## src/rtl/uart_bridge.sv

```systemverilog
// uart_bridge
//   Responder end of the io-unit UART handshake. A 1-4 byte word request is
//   turned into byte transfers on a byte-wide tx/rx link to the UART PHY.
//   Writes stream the latched word out little-endian on tx. Reads pop bytes
//   from an rx FIFO that buffers everything the PHY receives.
//
// Ports
//   clk, rstn          clock, synchronous active-low reset
//   uart_order         request from the io unit
//   uart_accepted      request taken this cycle (combinational)
//   uart_done          one-cycle completion pulse
//   uart_write_flag    1 = write (send), 0 = read (receive)
//   uart_size          byte count minus 1
//   uart_o_data        word to send, byte 0 in bits [7:0]
//   uart_i_data        assembled received word
//   tx_data/tx_valid   byte offered to the PHY transmitter
//   tx_ready           PHY takes the byte when tx_valid & tx_ready
//   rx_data/rx_valid   byte strobe from the PHY receiver (no backpressure)
//   rx_count           bytes currently held in the rx FIFO
//   rx_overflow        sticky: a received byte was dropped on a full FIFO

module uart_bridge #(
  parameter int RX_DEPTH     = 16,
  parameter int LOG_RX_DEPTH = 4
) (
  input  logic                    clk,
  input  logic                    rstn,
  input  logic                    uart_order,
  output logic                    uart_accepted,
  output logic                    uart_done,
  input  logic                    uart_write_flag,
  input  logic [1:0]              uart_size,
  input  logic [31:0]             uart_o_data,
  output logic [31:0]             uart_i_data,
  output logic [7:0]              tx_data,
  output logic                    tx_valid,
  input  logic                    tx_ready,
  input  logic [7:0]              rx_data,
  input  logic                    rx_valid,
  output logic [LOG_RX_DEPTH:0]   rx_count,
  output logic                    rx_overflow
);

  typedef enum logic [1:0] {IDLE, TX, RX, DONE} state_t;

  state_t                  state, state_next;
  logic [1:0]              cnt;        // byte index within the current request
  logic [1:0]              last_idx;   // nbytes - 1
  logic [31:0]             word;       // latched write data
  logic [31:0]             i_data;

  logic [7:0]              mem [RX_DEPTH];
  logic [LOG_RX_DEPTH-1:0] wptr, rptr;
  logic [LOG_RX_DEPTH:0]   count;
  logic                    overflow;

  logic                    last;
  logic                    full;
  logic                    pop;
  logic                    push;
  logic [7:0]              rd_byte;

  assign last    = (cnt == last_idx);
  assign full    = (count == (LOG_RX_DEPTH+1)'(RX_DEPTH));
  assign pop     = (state == RX) && (count != '0);
  // A full FIFO still accepts a byte when a pop frees a slot in the same cycle.
  assign push    = rx_valid && (!full || pop);
  assign rd_byte = mem[rptr];

  // ---------------------------------------------------------------------------
  // FSM: state register
  // ---------------------------------------------------------------------------
  always_ff @(posedge clk) begin
    // NOTE: sequential state uses non-blocking assignments so every register
    // samples the pre-edge values regardless of block ordering.
    if (!rstn) state <= IDLE;
    else       state <= state_next;
  end

  // ---------------------------------------------------------------------------
  // FSM: next state and handshake outputs
  // ---------------------------------------------------------------------------
  always_comb begin
    // NOTE: every output of this block gets a default first so no path can
    // leave it unassigned and infer a latch.
    state_next    = state;
    uart_accepted = 1'b0;
    unique case (state)
      IDLE: if (uart_order) begin
        uart_accepted = 1'b1;
        state_next    = uart_write_flag ? TX : RX;
      end
      TX:   if (tx_ready && last) state_next = DONE;
      RX:   if (pop && last)      state_next = DONE;
      DONE: state_next = IDLE;
      default: state_next = IDLE;
    endcase
  end

  assign uart_done   = (state == DONE);
  assign tx_valid    = (state == TX);
  // Driven only while offering a byte, so it reads 0 in reset and idle.
  assign tx_data     = tx_valid ? word[{cnt, 3'b000} +: 8] : 8'h00;
  assign uart_i_data = i_data;
  assign rx_count    = count;
  assign rx_overflow = overflow;

  // ---------------------------------------------------------------------------
  // Request datapath: latched word, byte counter, read assembly
  // ---------------------------------------------------------------------------
  always_ff @(posedge clk) begin
    if (!rstn) begin
      cnt      <= '0;
      last_idx <= '0;
      word     <= '0;
      i_data   <= '0;
    end else begin
      if (uart_accepted) begin
        word     <= uart_o_data;
        last_idx <= uart_size;
        cnt      <= '0;
      end

      if (state == TX && tx_ready && !last) cnt <= cnt + 2'd1;

      if (pop) begin
        // The first pop of a read clears the stale upper bytes of the word.
        if (cnt == 2'd0) i_data <= {24'h0, rd_byte};
        else             i_data[{cnt, 3'b000} +: 8] <= rd_byte;
        if (!last) cnt <= cnt + 2'd1;
      end
    end
  end

  // ---------------------------------------------------------------------------
  // rx FIFO
  // ---------------------------------------------------------------------------
  // NOTE: the storage array has no reset; emptiness is defined by the pointers
  // and occupancy, so clearing the contents would only add reset fan-out.
  always_ff @(posedge clk) begin
    if (rstn && push) mem[wptr] <= rx_data;
  end

  always_ff @(posedge clk) begin
    if (!rstn) begin
      wptr     <= '0;
      rptr     <= '0;
      count    <= '0;
      overflow <= 1'b0;
    end else begin
      if (push) wptr <= wptr + LOG_RX_DEPTH'(1);
      if (pop)  rptr <= rptr + LOG_RX_DEPTH'(1);
      unique case ({push, pop})
        2'b10:   count <= count + (LOG_RX_DEPTH+1)'(1);
        2'b01:   count <= count - (LOG_RX_DEPTH+1)'(1);
        default: count <= count;
      endcase
      if (rx_valid && !push) overflow <= 1'b1;
    end
  end

endmodule

```

## config.mk

```make
export PLATFORM = sky130hd
export DESIGN_NAME = uart_bridge
export DESIGN_NICKNAME = d
export VERILOG_FILES = /design/src/rtl/uart_bridge.sv
export SDC_FILE = /design/constraint.sdc
export NUM_CORES = 1
export LEC_CHECK = 0
export ABC_AREA = 1
export CAP_MARGIN = 20
export CORE_MARGIN = 2
export CORE_UTILIZATION = 40
export DETAILED_ROUTE_END_ITERATION = 8
export SLEW_MARGIN = 20
export SYNTH_ARGS = -nofsm -noshare
export SYNTH_HDL_FRONTEND = slang
export SYNTH_SLANG_ARGS = --single-unit
```

## constraint.sdc

```tcl
create_clock -name clk -period 3 [get_ports clk]
set_input_delay 0.6 -clock clk [delete_from_list [all_inputs] [get_ports clk]]
set_output_delay 0.6 -clock clk [all_outputs]
set_load 0.01 [all_outputs]
```

* After elaboration in Yosys (flattened, before gate mapping)
Memory sizes are Yosys's and may differ from the RTL's. A register that Yosys moved wholly into a read port is not among the register bits. Cells that the tools add are included.
Word-level totals: register bits 84, memory bits (writable) 128, input bits 48, logic and storage cells 65, memories kept 1
Memories:
- mem | depth 16, bits a word 8, rd ports 1, clocked after Yosys merged registers in 1, write ports 1, line 52 | logic [7:0] mem [RX_DEPTH];
Cells by class: add/subtract/negate cells 6, equality and inequality tests 10, shift operators 3, muxes and demuxes 19, reductions and logical operators 17
Operators by type and width (count):
- $bwmux W32 | 1
- $mux W32 | 1
- $shift A8 B7 Y32 const A | 1
- $shiftx A32 B6 Y8 | 1
- $shiftx A8 B7 Y32 | 1
- $mux W2 | 8
- $pmux W5 S2 | 1
- $add A4 B1 Y4 const B | 2
- $logic_and A1 B1 Y1 | 8
- $mux W4 | 2
- $mux W8 | 1
- $pmux W2 S4 | 1
- $neg A5 Y7 | 1
- $eq A2 B2 Y1 const B | 3
- $add A5 B1 Y5 const B | 1
- $eq A5 B5 Y1 const B | 1
- $reduce_bool A5 Y1 | 1
- $sub A5 B1 Y5 const B | 1
- $eq A2 B1 Y1 const B | 2
- $logic_not A2 Y1 | 2
- $mux W1 | 4
- $ne A2 B1 Y1 const B | 2
- $logic_not A1 Y1 | 3
- $reduce_and A3 Y1 | 1
- 5 further kinds | 5

* Logic depth before layout (Yosys ltp)
Gate-level depths: netlist of run 1.
depth after elaboration 7, depth in mapped cells 16, mapped depth without buffers 15

* Worst setup path before layout of run 1
Ideal clock, no wire load.
path type reg2reg, from register state[0], to register count[4] (netlist: rx_count[4]), setup time 0.115 ns, arrival time 2.054 ns, required time 2.885 ns, setup slack 0.831 ns, stages on the path, launching flop included 17, period minus slack after synthesis 2.169 ns, cells stage by stage dfxtp_1 -> inv_1 -> ha_1 -> nand2_4 -> inv_6 -> buf_8 -> nand2_4 -> inv_1 -> ha_1 -> nand2_1 -> nor2_1 -> a211oi_1 -> nand2_1 -> nand2_1 -> nand3_1 -> nand2_1 -> nor2_1
On the way: longest elaborated chain between the ends 6
RTL lines:
- start: declaration | line 46 | state_t state, state_next;
- start signal: assignment | line 77 | else state <= state_next;
- $eq A2 B2 Y1 * | line 65 | assign pop = (state == RX) && (count != '0);
- $logic_and A1 B1 Y1 * | line 65
- $logic_or A1 B1 Y1 | line 67 | assign push = rx_valid && (!full || pop);
- $logic_and A1 B1 Y1 | line 67
- $eq A2 B1 Y1 / $eq A2 B2 Y1 (equally long branches) | line 153 | unique case ({push, pop})
- $pmux W5 S2 / $reduce_bool A2 Y1 (equally long branches)
- end signal: assignment | line 154 | 2'b10: count <= count + (LOG_RX_DEPTH+1)'(1);
- end signal: assignment | line 155 | 2'b01: count <= count - (LOG_RX_DEPTH+1)'(1);
- end signal: assignment | line 156 | default: count <= count;
- end: declaration | line 54 | logic [LOG_RX_DEPTH:0] count;
Mark *: on every way between the ends. The rest lies on a longest branch, timed or not. A chain may end at the register's enable or synchronous reset.

* Final worst setup path of run 1
from register cnt[0], to output port tx_data[2]
On the way: longest elaborated chain between the ends 2
RTL lines:
- start: declaration | line 47 | logic [1:0] cnt;
- start signal: assignment | line 124 | if (state == TX && tx_ready && !last) cnt <= cnt + 2'd1;
- start signal: assignment | line 130 | if (!last) cnt <= cnt + 2'd1;
- $shiftx A32 B6 Y8 | line 103 | assign tx_data = tx_valid ? word[{cnt, 3'b000} +: 8] : 8'h00;
- $mux W8 | line 103
- end: declaration | line 35 | output logic [7:0] tx_data,
No other way between the ends.

==> flow_metrics.tcl, run 1 <==
set metrics [dict create \
    ys_ff_latch 216 \
    ctsRootBufferMaster "clkbuf_16" \
    grt_busiest_layer "met2" \
    tns_ns 0 \
    rows 56 \
    finalHoldViolCount 0 \
    fmax_ghz 0.349 \
    cp_max_fo 20 \
    yosysSeqAreaShare 0.588 \
    crit_path_start_kind "register" \
    cp.depth 4 \
    min_period_ns 2.87 \
    avgSynthCellArea_um2 9.06 \
    layout-drive-gt1-share 0.0809 \
    die_w_um 158 \
    worstSkewPairLatency_ns 0.52 \
    reg2reg_depth 15 \
    use_met1 0.262 \
    syn_to_final_growth_pct 23.0 \
    worst_pin_slew_ns 0.782 \
    max-vdd-ir-drop_mv 0.458 \
    grt_use_total 0.187 \
    synthesis.area_um2 9540 \
    path_buf_inv 2 \
    vias 7226 \
    cts_tree "built" \
    nNetsFinal 1225 \
    critPathArrivalTime_ns 2.27 \
    antenna_found_initial 0 \
    io_pins 97 \
    htree_levels 1 \
    rsz0062_at_grt "false" \
    slew_violations 0 \
    wire_per_inst_um 15.5 \
    die_h_um 158 \
    min_path_cells 2 \
    grt.overflow.total 0 \
    slew_headroom 0.477 \
    use_met2 0.303 \
    fin_hold_ws_ns 0.466 \
    outcome "finished, final reports clean" \
    gp_congestion 0.797 \
    finalWirelength_mm 23.2 \
    p_leak_nw 4.66 \
    clk_pin_slew_ns 0.06 \
    grt_max_degree 48 \
    die_area_um2 25100 \
    syn_inst 1053 \
    post_cts_buffers 0 \
    hold_buffers 0 \
    clockBufferDepth 3 \
    ys_warn_count 0 \
    path_class "register to output port" \
    start_util 0.407 \
    drt-initial-drc-count 457 \
    fin_worst_skew_ns 0.0207 \
    ys_types 35 \
    grt_pass1_vias 6796 \
    met3_usage 0.0264 \
    firstDrtPassIters 5 \
    antenna_cells 0 \
    io_buffers 96 \
    powerDensity_nw_per_um2 764 \
    vias_per_cell 4.84 \
    holdCritPathClass "register to register" \
    finalCritPeriodShare 0.956 \
    setup_viol_count_final 0 \
    cts_made_buffers 24 \
    cp_slowest_cell "clkdlybuf4s50_1" \
    cts.sink_count 216 \
    path_cells "clkinvlp_4 -> o21ai_0 -> a21oi_1 -> clkdlybuf4s50_1" \
    maxCapViolations 0 \
    route.detailed.drc 0 \
    grt_pass1_wl_mm 36.5 \
    drt.antenna.violating_nets 0 \
    required_ns 2.40 \
    syn-num-nets 1120 \
    core_um2 23400 \
    cpPeakStageDelay_ns 0.51 \
    crit_family "buffers and inverters" \
    worst_setup_path_end_kind "output port" \
    hpwl_mm 15.2 \
]
## cell type report
type / count / area (µm²)
Clock buffer: 29 / 629
Clock inverter: 14 / 228
Fill cell: 2242 / 11700
Inverter: 129 / 493
Multi-Input combinational cell: 660 / 3170
Sequential cell: 216 / 5610
Tap cell: 319 / 399
Timing Repair Buffer: 127 / 1210
## Yosys cell counts, drive strengths merged
| master | count | area, µm² |
|---|---|---|
| a211oi | 2 | 20.0 |
| inv | 125 | 474 |
| xnor2 | 3 | 26.3 |
| nor2 | 124 | 508 |
| clkinv | 4 | 15.0 |
| nand3 | 112 | 561 |
| dfxtp | 88 | 1760 |
| nor3 | 9 | 50.1 |
| edfxtp | 128 | 3840 |
| nand2 | 244 | 956 |
| nand4 | 18 | 119 |
| fa | 1 | 20.0 |
| buf | 31 | 211 |
| clkbuf | 17 | 63.8 |
| a21oi | 60 | 300 |
| ha | 18 | 225 |
| o21ai | 65 | 348 |
| xor2 | 2 | 17.5 |
| a21boi | 1 | 7.51 |
| nand3b | 1 | 7.51 |
## report_power, final
part           internal, mW  leakage [nW]  switching (mW)  total (mW)
combinational         0.769          2.37            1.50        2.27
clock                  2.01         0.420            1.16        3.17
sequential             3.37          1.87           0.152        3.52
## cells by family (layout without fill, tap and decap cells)
group                      count (synthesis)  count (layout)  share of synthesized area
xor gates and xnor gates                   5               5                    0.00459
buffers and inverters                    177             299                     0.0802
adders and majority gates                 19              19                     0.0257
AOI/OAI and AO/OA                        128             128                     0.0709
DFF                                      216             216                      0.588
and+or+nand+nor                          508             508                      0.231
## per-layer routing
layer  wire, µm  share of wire
met5          0              0
met4        463          0.020
met3       1290          0.056
met2      10900           0.47
met1      10500           0.45
## cells in the final DEF, fill, tap and decap left out, drive strengths merged, types with 3 or more instances in the layout
cell type        n
o21ai           65
inv            124
clkinv          12
nor3             9
buf             31
clkdlybuf4s50   96
nand4           18
nor2           124
a21oi           60
bufinv           6
clkbuf          29
nand2          244
xnor2            3
dfxtp           88
ha              18
edfxtp         128
nand3          112
## sequential cells by signal (all words and copies together), names as in the netlist, 4 cells and up, named ones only
register / flops
mem: 128
rptr: 4
rx_count: 5
uart_i_data: 32
word: 32
wptr: 4
## through the flow
step           total power [mW]  setup WS (ns)  utilization  cell area, µm²  instances
2_1_floorplan              5.12          0.831            -            9540       1053
3_3_place_gp               5.83          0.457        0.464           10900       1451
3_5_place_dp               5.87          0.444        0.464           10900       1451
4_1_cts                    9.04         0.0960        0.501           11700       1494
5_1_grt                    9.47         0.0222        0.501           11700       1494
6_report                   8.96          0.131        0.501           11700       1494
## repair_timing
item                                    4_1_cts  5_1_grt
resized for setup                             0        4
endpoints found under the hold margin         0        0
endpoints found under the setup margin        0        3
## worst paths after layout
path                                       from         endpoint  slack, ns
worst min-delay path            uart_i_data[18]  uart_i_data[18]       0.47
worst min register to register  uart_i_data[18]  uart_i_data[18]       0.47
worst max register to register         state[0]      rx_count[4]       0.66
worst max-delay path                     cnt[0]       tx_data[2]       0.13
## tightest hold or removal path: stages (launching register included)
cell and delay [ns]:
dfxtp_1 0.31, nand2_1 0.06, a21oi_1 0.05
Note: power is estimated with default switching activity, not from simulation.
==> run 2: changes to the inputs <==
--- a/config.mk
+++ b/config.mk
@@ -10,6 +10,7 @@
 export CORE_MARGIN = 2
 export CORE_UTILIZATION = 40
 export DETAILED_ROUTE_END_ITERATION = 8
+export REMOVE_ABC_BUFFERS = 1
 export SLEW_MARGIN = 20
 export SYNTH_ARGS = -nofsm -noshare
 export SYNTH_HDL_FRONTEND = slang
==> flow_metrics.tcl, run 2 (synthesis results as in run 1) <==
set metrics [dict create \
    die_h_um 158 \
    grt_max_degree 65 \
    fmax_ghz 0.360 \
    slew_violations 0 \
    htree_levels 1 \
    p_leak_nw 4.60 \
    powerDensity_nw_per_um2 743 \
    core_um2 23400 \
    ctsRootBufferMaster "clkbuf_16" \
    rsz0062_at_grt "false" \
    drt-initial-drc-count 476 \
    setup_viol_count_final 0 \
    worstSkewPairLatency_ns 0.51 \
    clockBufferDepth 3 \
    required_ns 2.40 \
    grt_pass1_vias 6918 \
    die_w_um 158 \
    rows 56 \
    worst_setup_path_end_kind "output port" \
    hold_buffers 0 \
    firstDrtPassIters 5 \
    cts_made_buffers 24 \
    outcome "finished, final reports clean" \
    path_class "register to output port" \
    grt_use_total 0.179 \
    layout-drive-gt1-share 0.0744 \
    dp_cells 1447 \
    cp_slowest_cell "clkdlybuf4s50_1" \
    die_area_um2 25100 \
    vias_per_cell 4.73 \
    vias 7046 \
    worst_pin_slew_ns 0.713 \
    grt_pass1_wl_mm 35.3 \
    max-vdd-ir-drop_mv 0.398 \
    post_cts_buffers 0 \
    tns_ns 0 \
    hpwl_mm 14.6 \
    final_cell_mix "nand2_1 (236), edfxtp_1 (128), inv_1 (119), nor2_1 (117), nand3_1 (112)" \
    finalHoldViolCount 0 \
    start_util 0.407 \
    slew_headroom 0.523 \
    path_cells "inv_1 -> o21ai_0 -> a21oi_1 -> clkdlybuf4s50_1" \
    nNetsFinal 1221 \
    min_period_ns 2.78 \
    maxCapViolations 0 \
    io_pins 97 \
    clk_pin_slew_ns 0.06 \
    gp_congestion 0.803 \
    path_buf_inv 2 \
    finalWirelength_mm 22.0 \
    cts_tree "built" \
    critPathArrivalTime_ns 2.18 \
    syn_to_final_growth_pct 21.8 \
    crit_path_start_kind "register" \
    cp_max_fo 20 \
    largest_reg_flops 128 \
    cpPeakStageDelay_ns 0.55 \
    cts_resized 0 \
    antenna_found_initial 0 \
    cts.sink_count 216 \
    grt.overflow.total 0 \
    fin_worst_skew_ns 0.0121 \
    wire_per_inst_um 14.8 \
    final_common_cell "nand2_1" \
    drt.antenna.violating_nets 0 \
    regMostFlops "mem" \
    route.detailed.drc 0 \
    total_power_mw 8.62 \
    layout.cells.non_filler 1489 \
    holdCritPathClass "register to register" \
    crit_family "buffers and inverters" \
    io_buffers 96 \
    antenna_cells 0 \
    finish.utilization 0.496 \
    finalCritPeriodShare 0.927 \
]
run 2: path summary, 6_finish.rpt:
path | cells after the start | slack (ns) | start | end
worst min-delay path | 2 | 0.47 | uart_i_data[18] | uart_i_data[18]
worst max-delay path | 4 | 0.22 | cnt[0] | tx_data[4]
worst max register to register | 15 | 0.68 | state[0] | rx_count[4]
worst min register to register | 2 | 0.47 | uart_i_data[18] | uart_i_data[18]
run 2: stage by stage:
step	hold slack (ns)	setup slack (ns)	area, µm²
2_1_floorplan	0.436	0.181	9260
4_1_cts	0.467	0.0560	11600
5_1_grt	0.492	0.0339	11600
3_3_place_gp	0.449	0.499	10800
6_report	0.465	0.219	11600
3_5_place_dp	0.457	0.433	10800
run 2: where the power goes:
| group | leakage, nW | internal [mW] | switching [mW] |
|---|---|---|---|
| Sequential | 1.87 | 3.37 | 0.145 |
| Clock | 0.379 | 1.78 | 1.11 |
| Combinational | 2.34 | 0.764 | 1.45 |
run 2: metal layers:
layer | vias up | part of all wire | wire length (µm) | track usage
li1 | 3646 | - | - | -
met2 | 138 | 0.49 | 10700 | 0.315
met3 | 42 | 0.040 | 870 | 0.0242
met4 | 0 | 0.025 | 558 | 0.0562
met5 | - | 0 | 0 | 0
met1 | 3220 | 0.45 | 9800 | 0.228
run 2: worst reg2reg max path: cells and delay by family (launching register included):
kind / cells / cell delay (ns)
flip-flops: 1 / 0.33
AO/OA/AOI/OAI: 1 / 0.27
AND/OR/NAND/NOR: 9 / 0.68
adder cells (fa/ha/maj): 2 / 0.55
buffers and inverters: 3 / 0.39
run 2: final cells by class:
class,instances,area (µm²)
Fill cell,2217,11800
Sequential cell,216,5610
Multi-Input combinational cell,660,3170
Timing Repair Buffer,123,1180
Clock buffer,33,656
Inverter,129,489
Tap cell,319,399
Clock inverter,9,118
==> patch: new RTL, config.mk and constraints of run 1 <==
The parameter `LOG_RX_DEPTH` goes from 4 to 3.
--- a/src/rtl/uart_bridge.sv
+++ b/src/rtl/uart_bridge.sv
@@ -21,7 +21,7 @@
 
 module uart_bridge #(
   parameter int RX_DEPTH     = 16,
-  parameter int LOG_RX_DEPTH = 4
+  parameter int LOG_RX_DEPTH = 3
 ) (
   input  logic                    clk,
   input  logic                    rstn,
Interface: changed (resized rx_count); port bits go from 97 to 96. The function was not compared with the original's and may differ.
==> patch against run 1 <==
Clock skew shrank 0.0099 ns; clock power shrank 34%; worst setup slack gained 0.097 ns; area after synthesis shrank 32%; total power shrank 27%; critical path type unchanged; global-route usage shrank 0.22 points; critical endpoint is now tx_data[4]; wire length shrank 33%; sequential cell count shrank 68; final area shrank 29%.
==> patch: results (changes against run 1) <==
status -> finished, final reports clean
vias in the first global route -> 4,918 (-28%)
Buffers excl. clock -> 116 (-8.7%)
Worst Max-Slew Pin Slew -> 0.827 ns (+0.0452 ns)
Clock Skews -> 0.0108 ns (-0.00992 ns)
pin count of the biggest net entering global routing -> 38 (-21%)
post-synthesis instance total -> 780 (-26%)
top_reg_cell synth -> dfxtp_1
CTS Buf Count -> 17 (-29%)
Worst Reg2Reg Path Length in Cells -> 7 (-8)
Clock buffers and inverters, area share -> 7.08% (-0.23 points)
WL per Instance -> 14.0 um (-9.8%)
multi-input combinational area share -> 29.1% (+2.1 points)
Worst Setup SP -> cnt[1]
Logic power comb -> 1.98 mW (-13%)
DP Wirelength -> 10,400 um (-31%)
CTS HTree Levels -> 4 (+3)
met2 Use GR -> 28.9% (-1.3 points)
clk buf depth -> 2 (-1)
Total Routing Usage GR -> 18.5% (-0.22 points)
Buffers on Ports -> 95 (-1.0%)
placed insts -> 1,076 (-26%)
worst flop-to-flop path endpoint -> uart_i_data[28]
max FFs per register -> 64 (-50%)
end of the critical path -> tx_data[4]
Commonest cells post-synth -> nand2_1 (175), nor2_1 (119), inv_1 (85), dfxtp_1 (84), edfxtp_1 (64)
met1 Resource Use GR -> 25.8% (-0.39 points)
Hold EP -> rx_overflow
Pint -> 4.31 mW (-30%)
multi-input combinational cell count -> 507 (-23%)
CP peak stage delay -> 0.57 ns (+0.06 ns)
Placer Congestion -> 0.800 (+0.29%)
layout cells sized above 1 -> 7.61% (-0.47 points)
FF+latch count -> 148 (-31%)
Leak -> 3.38 nW (-27%)
syn_nets -> 843 (-25%)
Clk pwr share -> 31.8% (-3.5 points)
Nets -> 943 (-23%)
met1 WL -> 7570 um (-28%)
-- patch: cell count changes in the layout (fill, tap and decap cells not counted), moves of 4 or more --
cell	before	now
dfxtp_1	87	83
buf_4	30	21
nor3_1	8	2
bufinv_16	6	1
clkinv_1	7	2
nand2_1	236	175
clkbuf_16	24	18
inv_1	118	85
edfxtp_1	128	64
nand3_1	112	50
o21ai_1	5	0
clkinv_4	0	4
a21oi_1	60	48
-- patch: kinds of logic (layout without fill, tap and decap cells) --
group	Yosys count	in the layout	share of synthesized area, %
adder cells (fa/ha/maj)	15	15	2.87
AND/OR/NAND/NOR	377	377	24.7
buffers and inverters	125	238	7.65
XOR/XNOR	6	6	0.805
flip-flops	148	148	55.2
AO/OA/AOI/OAI	109	109	8.76
-- patch: stage by stage --
stage	area, um2	worst slack [ns]
5_1_grt	8340	0.0856
3_5_place_dp	7740	0.469
6_report	8340	0.228
2_1_floorplan	6530	0.869
4_1_cts	8330	0.0989
3_3_place_gp	7740	0.480
